$ cat config.mk
export PLATFORM = sky130hd
export DESIGN_NAME = al_mul_acc_flat
export DESIGN_NICKNAME = d
export VERILOG_FILES = /design/src/rtl/al_mul_acc_if.sv /design/src/rtl/al_mul_acc.sv /design/src/flat_wrapper.sv
export SDC_FILE = /design/constraint.sdc
export NUM_CORES = 1
export LEC_CHECK = 0
export ABC_CLOCK_PERIOD_IN_PS = 10300
export CORE_UTILIZATION = 29
export DETAILED_ROUTE_END_ITERATION = 8
export PLACE_DENSITY = 0.58
export SLEW_MARGIN = 20
export SYNTH_ARGS = -nofsm -noshare
export SYNTH_HDL_FRONTEND = slang
export SYNTH_SLANG_ARGS = --single-unit
$ cat constraint.sdc
create_clock -name mclk -period 10.3 [get_ports mclk]
set_input_delay 1.03 -clock mclk [delete_from_list [all_inputs] [get_ports mclk]]
set_output_delay 1.03 -clock mclk [all_outputs]
set_load 0.01 [all_outputs]
$ cat src/rtl/al_mul_acc_if.sv
// Operand/result bundle for the shift-and-add multiply-accumulate unit.
interface al_mul_acc_if #(
  parameter int unsigned N = 16
);
  logic           en;
  logic           start;
  logic [N-1:0]   Multiplicand;
  logic [N-1:0]   Multiplier;
  logic [N-1:0]   Addend;
  logic [2*N-1:0] Product;
  logic           exceeds_n;
  logic           busy;
  logic           done;

  modport master (
    output en, start, Multiplicand, Multiplier, Addend,
    input  Product, exceeds_n, busy, done
  );

  modport slave (
    input  en, start, Multiplicand, Multiplier, Addend,
    output Product, exceeds_n, busy, done
  );
endinterface

$ cat src/rtl/al_mul_acc.sv
// Sequential unsigned multiply-accumulate: Product = Multiplicand*Multiplier + Addend,
// one multiplier bit per enabled cycle, fixed N-cycle latency.
module al_mul_acc #(
  parameter int unsigned N = 16
) (
  input  logic          mclk,
  input  logic          rst,
  al_mul_acc_if.slave   bus
);
  localparam int unsigned W  = 2 * N;
  localparam int unsigned CW = $clog2(N + 1);

  typedef enum logic {
    IDLE = 1'b0,
    RUN  = 1'b1
  } state_t;

  state_t        state;
  logic [CW-1:0] cnt;
  logic [W-1:0]  acc;
  logic [W-1:0]  a_sh;
  logic [N-1:0]  b_sh;
  logic [W-1:0]  sum_c;

  // Partial sum for the current multiplier bit; a_sh already carries the bit-index shift.
  always_comb begin
    sum_c = acc + (b_sh[0] ? a_sh : '0);
  end

  always_ff @(posedge mclk) begin
    if (rst) begin
      state         <= IDLE;
      cnt           <= '0;
      acc           <= '0;
      a_sh          <= '0;
      b_sh          <= '0;
      bus.Product   <= '0;
      bus.exceeds_n <= 1'b0;
      bus.busy      <= 1'b0;
      bus.done      <= 1'b0;
    end else begin
      bus.done <= 1'b0;
      if (bus.en) begin
        case (state)
          IDLE: begin
            if (bus.start) begin
              a_sh     <= W'(bus.Multiplicand);
              b_sh     <= bus.Multiplier;
              acc      <= W'(bus.Addend);
              cnt      <= CW'(N);
              bus.busy <= 1'b1;
              state    <= RUN;
            end
          end
          RUN: begin
            acc  <= sum_c;
            a_sh <= a_sh << 1;
            b_sh <= b_sh >> 1;
            cnt  <= cnt - CW'(1);
            // Last multiplier bit: publish the result and drop back to idle.
            if (cnt == CW'(1)) begin
              bus.Product   <= sum_c;
              bus.exceeds_n <= |sum_c[W-1:N];
              bus.done      <= 1'b1;
              bus.busy      <= 1'b0;
              state         <= IDLE;
            end
          end
        endcase
      end
    end
  end
endmodule

$ cat src/flat_wrapper.sv
// flat-port wrapper written by rule: the top's interface ports become plain ports
module al_mul_acc_flat 
#(
  parameter int unsigned N = 16
)
  (mclk, rst, bus_en, bus_start, bus_Multiplicand, bus_Multiplier, bus_Addend, bus_Product, bus_exceeds_n, bus_busy, bus_done);
  al_mul_acc_if #(.N(N)) bus_i ();
  input  logic mclk;
  input  logic rst;
  input wire logic [$bits(bus_i.en)-1:0] bus_en;
  input wire logic [$bits(bus_i.start)-1:0] bus_start;
  input wire logic [$bits(bus_i.Multiplicand)-1:0] bus_Multiplicand;
  input wire logic [$bits(bus_i.Multiplier)-1:0] bus_Multiplier;
  input wire logic [$bits(bus_i.Addend)-1:0] bus_Addend;
  output wire logic [$bits(bus_i.Product)-1:0] bus_Product;
  output wire logic [$bits(bus_i.exceeds_n)-1:0] bus_exceeds_n;
  output wire logic [$bits(bus_i.busy)-1:0] bus_busy;
  output wire logic [$bits(bus_i.done)-1:0] bus_done;
  assign bus_i.en = bus_en;
  assign bus_i.start = bus_start;
  assign bus_i.Multiplicand = bus_Multiplicand;
  assign bus_i.Multiplier = bus_Multiplier;
  assign bus_i.Addend = bus_Addend;
  assign bus_Product = bus_i.Product;
  assign bus_exceeds_n = bus_i.exceeds_n;
  assign bus_busy = bus_i.busy;
  assign bus_done = bus_i.done;
  al_mul_acc #(.N(N)) u_core (.mclk(mclk), .rst(rst), .bus(bus_i));
endmodule
==> results.sh, run 1 <==
export IMPL_status="finished clean"
export IMPL_initial_core_util_pct=29.8
export IMPL_drt_iter0_drc=335
export IMPL_finalSetupViolCount=0
export IMPL_synth_ff_latch_count=121
export IMPL_powerDensity_nw_per_um2=149
export IMPL_min_period_ns=4.37
export IMPL_synth_cells=793
export IMPL_fp_dieArea_um2=23100
export IMPL_ff2ff_path_depth=13
export IMPL_critPathMaxFanout=33
export IMPL_fin_skew_ns=0.00863
export IMPL_worstSetupStartpoint="u_core.b_sh[0]$_SDFFE_PP0P_"
export IMPL_async_flop_share_pct=0
export IMPL_io_pins=87
export IMPL_place_area_um2=7580
export IMPL_synth_most_common_cell="dfxtp_1"
export IMPL_cts_max_level=4
export IMPL_hold_class="reg2reg"
export IMPL_cts_hold_buf=0
export IMPL_arrival_ns=4.64
export IMPL_fmax_mhz=229
export IMPL_finalPower_mw=1.21
export IMPL_critPathLaunchType="flip-flop"
export IMPL_post_cts_setup_buffers=0
export IMPL_rsz0062_at_grt="no"
export IMPL_crit_path_end_kind="flip-flop"
export IMPL_holdPathStages=2
export IMPL_rows=54
export IMPL_clkTransAtPathRegs_ns=0.05
export IMPL_synth_edf_count=0
export IMPL_clock_sinks=121
export IMPL_multi_input_area_um2=3860
export IMPL_firstDrtPassIters=5
export IMPL_io_buffers=86
export IMPL_r2r_end="u_core.bus.exceeds_n$_SDFFE_PP0P_"
export IMPL_synth_distinct_cells=53
export IMPL_globalplace_congestion=0.914
export IMPL_synth_top_area_share_pct=37.2
export IMPL_critPathRequiredTime_ns=10.57
export IMPL_layout_nets=937
export IMPL_cts_made_buffers=17
export IMPL_area_growth_pct=25.3
export IMPL_grt_max_degree=91
export IMPL_slew_headroom_pct=36.7
export IMPL_ys_warn_count=0
export IMPL_cts_resized=0
export IMPL_routed_wl_mm=16.9
export IMPL_synth_area_um2=6510
export IMPL_crit_reg2reg_launch="u_core.b_sh[0]$_SDFFE_PP0P_"
export IMPL_ys_flop_type="dfxtp_1"
export IMPL_drive_above_1_share_pct=5.68
export IMPL_ir_drop_v=0.0000730
export IMPL_placeableCoreArea_um2=21900
export IMPL_grt_pass1_vias=5404
export IMPL_drv_cap=0
export IMPL_cts_path_max_buffers=2
export IMPL_holdWs_ns=0.451
export IMPL_tightest_slew_ns=0.949
export IMPL_fillers=2289
export IMPL_post_route_period_util_pct=42.4
export IMPL_synth_nets=879
export IMPL_drc=0
export IMPL_fin_area_um2=8160
export IMPL_fp_dieW_um=152
export IMPL_report_final_slew_viol_count=0
export IMPL_critical_path_class="reg2reg"
export IMPL_via_per_inst=5.01
export IMPL_netlist_top_cells_count="121 x dfxtp_1, 116 x nor2_1, 83 x nand2_1"
export IMPL_grt_first_pass_wirelength_mm=28.0
export IMPL_ys_seq_area_share_pct=37.2
export IMPL_insertion_delay_ns=0.42
export IMPL_antenna_found_initial=0
export IMPL_seq_area_um2=2420
export IMPL_p_leak_nw=3.01
export IMPL_wl_per_cell_um=14.8
export IMPL_hold_violations=0
export IMPL_rrSetupSlack_ns=5.93
export IMPL_overflow=0
export IMPL_drt_antenna_violating_nets=0
export IMPL_yosys_area_top_type="dfxtp_1"
export IMPL_setup_tns_ns=0
export IMPL_vias=5731
export IMPL_antenna_cells=0
export IMPL_synth_area_leaders="dfxtp_1 37%, mux2i_1 6.9%, nor2_1 6.7%"
export IMPL_track_usage_pct=15.0
export IMPL_cts_root_buf="clkbuf_16"
export IMPL_cp_endpoint="u_core.bus.exceeds_n$_SDFFE_PP0P_"
export IMPL_dpl_hpwl_mm=11.9
export IMPL_die_height_um=152
export IMPL_cts_tree="done"
export IMPL_syn_avg_cell_area_um2=8.21
stage by stage:
step / setup WS [ns] / instances / utilization, %
after floorplan: 6.58 / 793 / -
after global placement: 5.96 / 1112 / 34.6
after detailed placement: 5.87 / 1112 / 34.6
after CTS: 5.88 / 1143 / 37.3
after global routing: 5.56 / 1143 / 37.3
final: 5.93 / 1143 / 37.3
logic make-up after synthesis:
logic type	share of synthesized area, %
flops	37.2
buf+inv	3.75
xor+xnor	3.63
mux	6.92
simple gates	19.4
fa+ha+maj	6.65
compound gates	22.4
placed cells by master (no fill, tap or decap), types with 21 or more instances in the layout:
cell type,synthesis,final
a211oi_1,50,50
a21oi_1,72,72
a22oi_1,32,32
and2_1,35,35
clkdlybuf4s50_1,0,85
dfxtp_1,121,120
ha_1,33,33
mux2i_1,45,45
nand2_1,83,83
nor2_1,116,115
o21ai_0,21,21
how the worst min path moves through the flow:
stage | from | endpoint | slack (ns)
2_1_floorplan | u_core.b_sh[15]$_SDFFE_PP0P_ | u_core.b_sh[15]$_SDFFE_PP0P_ | 0.43
4_1_cts | u_core.bus.Product[29]$_SDFFE_PP0P_ | u_core.bus.Product[29]$_SDFFE_PP0P_ | 0.45
6_report | u_core.bus.Product[29]$_SDFFE_PP0P_ | u_core.bus.Product[29]$_SDFFE_PP0P_ | 0.45
5_1_grt | u_core.bus.Product[4]$_SDFFE_PP0P_ | u_core.bus.Product[4]$_SDFFE_PP0P_ | 0.48
3_3_place_gp | u_core.bus.Product[19]$_SDFFE_PP0P_ | u_core.bus.Product[19]$_SDFFE_PP0P_ | 0.44
3_5_place_dp | u_core.bus.Product[29]$_SDFFE_PP0P_ | u_core.bus.Product[29]$_SDFFE_PP0P_ | 0.45
sequential cells by signal, summed over array words and instances, names as in the netlist:
register / flops
u_core.bus.Product: 32
u_core.state: 1
u_core.bus.busy: 1
u_core.b_sh: 16
u_core.bus.done: 1
u_core.acc: 32
u_core.a_sh: 32
u_core.bus.exceeds_n: 1
u_core.cnt: 5
final cells by class:
cell class	instances	area share, %
Clock inverter	12	1.87
Inverter	9	0.414
Sequential cell	121	29.7
Multi-Input combinational cell	609	47.3
Timing Repair Buffer	93	11.2
Clock buffer	19	5.30
Tap cell	280	4.29
worst max-delay path, stage by stage (launching register included):
cell	delay, ns
dfxtp_1	0.61
and2_1	0.30
ha_1	0.20
fa_1	0.41
a21o_1	0.23
a311oi_1	0.41
o22ai_1	0.19
a211oi_2	0.36
o221ai_1	0.20
xor2_1	0.19
or3_1	0.37
or4_1	0.49
nor4_2	0.14
a31oi_1	0.11
layer usage:
metal  part of all wire, %  wire [um]  up-vias  track usage (%)
met2                    43       7260      117             22.7
met4                   1.3        221        0             5.38
met1                    52       8700     2653             20.9
li1                      -          -     2948                -
met5                     0          0        -                0
met3                   4.1        693       13             3.28
report_power, final:
part | switching (mW) | internal, mW | total, mW
Clock | 0.216 | 0.378 | 0.594
Combinational | 0.0658 | 0.0546 | 0.120
Sequential | 0.0141 | 0.485 | 0.500
Note: power is estimated with default switching activity, not from simulation.
==> run 2, diff against run 1 <==
- ABC_CLOCK_PERIOD_IN_PS: 10300 -> 4100
- clock period: 10.3 -> 4.1 ns (I/O delays scaled with it)
==> results.sh, run 2 (synthesized netlist as in run 1, its figures left out) <==
export IMPL_status="finished clean"
export IMPL_p_sw_share_pct=25.4
export IMPL_track_usage_pct=15.6
export IMPL_cts_max_level=4
export IMPL_via_per_inst=5.02
export IMPL_clock_sinks=121
export IMPL_drv_cap=0
export IMPL_area_growth_pct=26.4
export IMPL_cts_made_buffers=17
export IMPL_firstDrtPassIters=5
export IMPL_p_leak_nw=3.06
export IMPL_drc=0
export IMPL_clkPwrFrac_pct=49.1
export IMPL_rows=54
export IMPL_die_height_um=152
export IMPL_drive_above_1_share_pct=6.67
export IMPL_cts_hold_buf=0
export IMPL_wl_per_cell_um=15.5
export IMPL_io_pins=87
export IMPL_fin_skew_ns=0.0141
export IMPL_critPathLaunchType="flip-flop"
export IMPL_vias=5766
export IMPL_power_frac_seq_pct=40.6
export IMPL_holdWs_ns=0.451
export IMPL_critPathRequiredTime_ns=4.39
export IMPL_drt_antenna_violating_nets=0
export IMPL_critical_path_class="reg2reg"
export IMPL_hold_violations=0
export IMPL_setup_tns_ns=0
export IMPL_routed_wl_mm=17.8
export IMPL_dp_slack_ns=0.0753
export IMPL_fp_dieArea_um2=23100
export IMPL_dpl_hpwl_mm=12.5
export IMPL_powerDensity_nw_per_um2=373
export IMPL_fp_dieW_um=152
export IMPL_post_route_period_util_pct=95.5
export IMPL_layout_commonest_cell="dfxtp_1"
export IMPL_dp_cells=1116
export IMPL_cts_root_buf="clkbuf_16"
export IMPL_report_final_slew_viol_count=0
export IMPL_critPathMaxFanout=4
export IMPL_insertion_delay_ns=0.43
export IMPL_antenna_cells=0
export IMPL_place_area_um2=7620
export IMPL_drt_iter0_drc=454
export IMPL_finalPower_mw=3.07
export IMPL_finalSetupViolCount=0
export IMPL_fin_area_um2=8230
export IMPL_arrival_ns=4.21
export IMPL_internal_power_mw=2.29
export IMPL_hold_class="reg2reg"
export IMPL_grt_first_pass_wirelength_mm=28.8
export IMPL_min_period_ns=3.91
export IMPL_grt_pass1_vias=5441
export IMPL_p_sw_uw=781
export IMPL_cts_path_max_buffers=2
export IMPL_reg_largest_list="u_core.a_sh: 32 flops, u_core.acc: 32 flops, u_core.bus.Product: 32 flops"
export IMPL_initial_core_util_pct=29.8
export IMPL_io_buffers=86
export IMPL_ir_drop_v=0.000223
export IMPL_utilization_pct=37.6
export IMPL_antenna_found_initial=0
export IMPL_crit_path_end_kind="flip-flop"
export IMPL_fin_cells=1149
export IMPL_clkTransAtPathRegs_ns=0.06
export IMPL_layout_nets=942
export IMPL_rsz0062_at_grt="no"
export IMPL_layout_common_cells="120 x dfxtp_1, 115 x nor2_1, 85 x clkdlybuf4s50_1, 83 x nand2_1, 72 x a21oi_1"
export IMPL_globalplace_congestion=0.843
export IMPL_cts_tree="done"
export IMPL_placeableCoreArea_um2=21900
export IMPL_slew_headroom_pct=35.9
export IMPL_fin_ws_ns=0.185
export IMPL_grt_max_degree=90
export IMPL_combPwrFrac_pct=10.3
export IMPL_tightest_slew_ns=0.961
export IMPL_fmax_mhz=255
export IMPL_overflow=0
## run 2: layout make-up
type,count,area [um^2]
fill,2251,13700
multi-input combinational,609,3860
sequential,121,2420
timing repair buffer,98,961
clock buffer,19,453
tap,280,350
clock inverter,13,144
inverter,9,33.8
## run 2: what timing repair did
action / CTS / global route
buffers inserted: 0 / 1
gates resized for setup: 0 / 1
setup endpoints to repair: 0 / 1
## run 2: worst paths after layout
check | from | endpoint | slack [ns] | depth (start not counted)
max | u_core.a_sh[0]$_SDFFE_PP0P_ | u_core.bus.exceeds_n$_SDFFE_PP0P_ | 0.19 | 13
min | u_core.bus.Product[19]$_SDFFE_PP0P_ | u_core.bus.Product[19]$_SDFFE_PP0P_ | 0.45 | 2
max reg2reg | u_core.a_sh[0]$_SDFFE_PP0P_ | u_core.bus.exceeds_n$_SDFFE_PP0P_ | 0.19 | 13
min reg2reg | u_core.bus.Product[19]$_SDFFE_PP0P_ | u_core.bus.Product[19]$_SDFFE_PP0P_ | 0.45 | 2
## run 2: power by group through the flow
stage               sequential, mW  combinational (mW)  clock (mW)
finish                        1.25               0.315        1.51
global route                  1.25               0.348        1.60
CTS                           1.25               0.319        1.55
detailed placement            1.27               0.318           0
global placement              1.27               0.315           0
floorplan                     1.26               0.208           0
## run 2: metal layers
layer	track usage (%)	up-vias	routed length [um]
met3	3.25	13	668
li1	-	2970	-
met1	22.3	2661	9110
met4	4.57	0	184
met5	0	-	0
met2	23.6	122	7810
## run 2: critical path, stage by stage, from the launching register on
cell	delay (ns)
dfxtp_1	0.33
and2_1	0.17
ha_1	0.21
fa_1	0.42
a21o_1	0.24
a311o_1	0.42
a221oi_4	0.35
o211ai_2	0.15
a311o_1	0.39
a21oi_2	0.15
xnor2_1	0.12
or4_1	0.56
nor4_2	0.16
a31oi_1	0.11
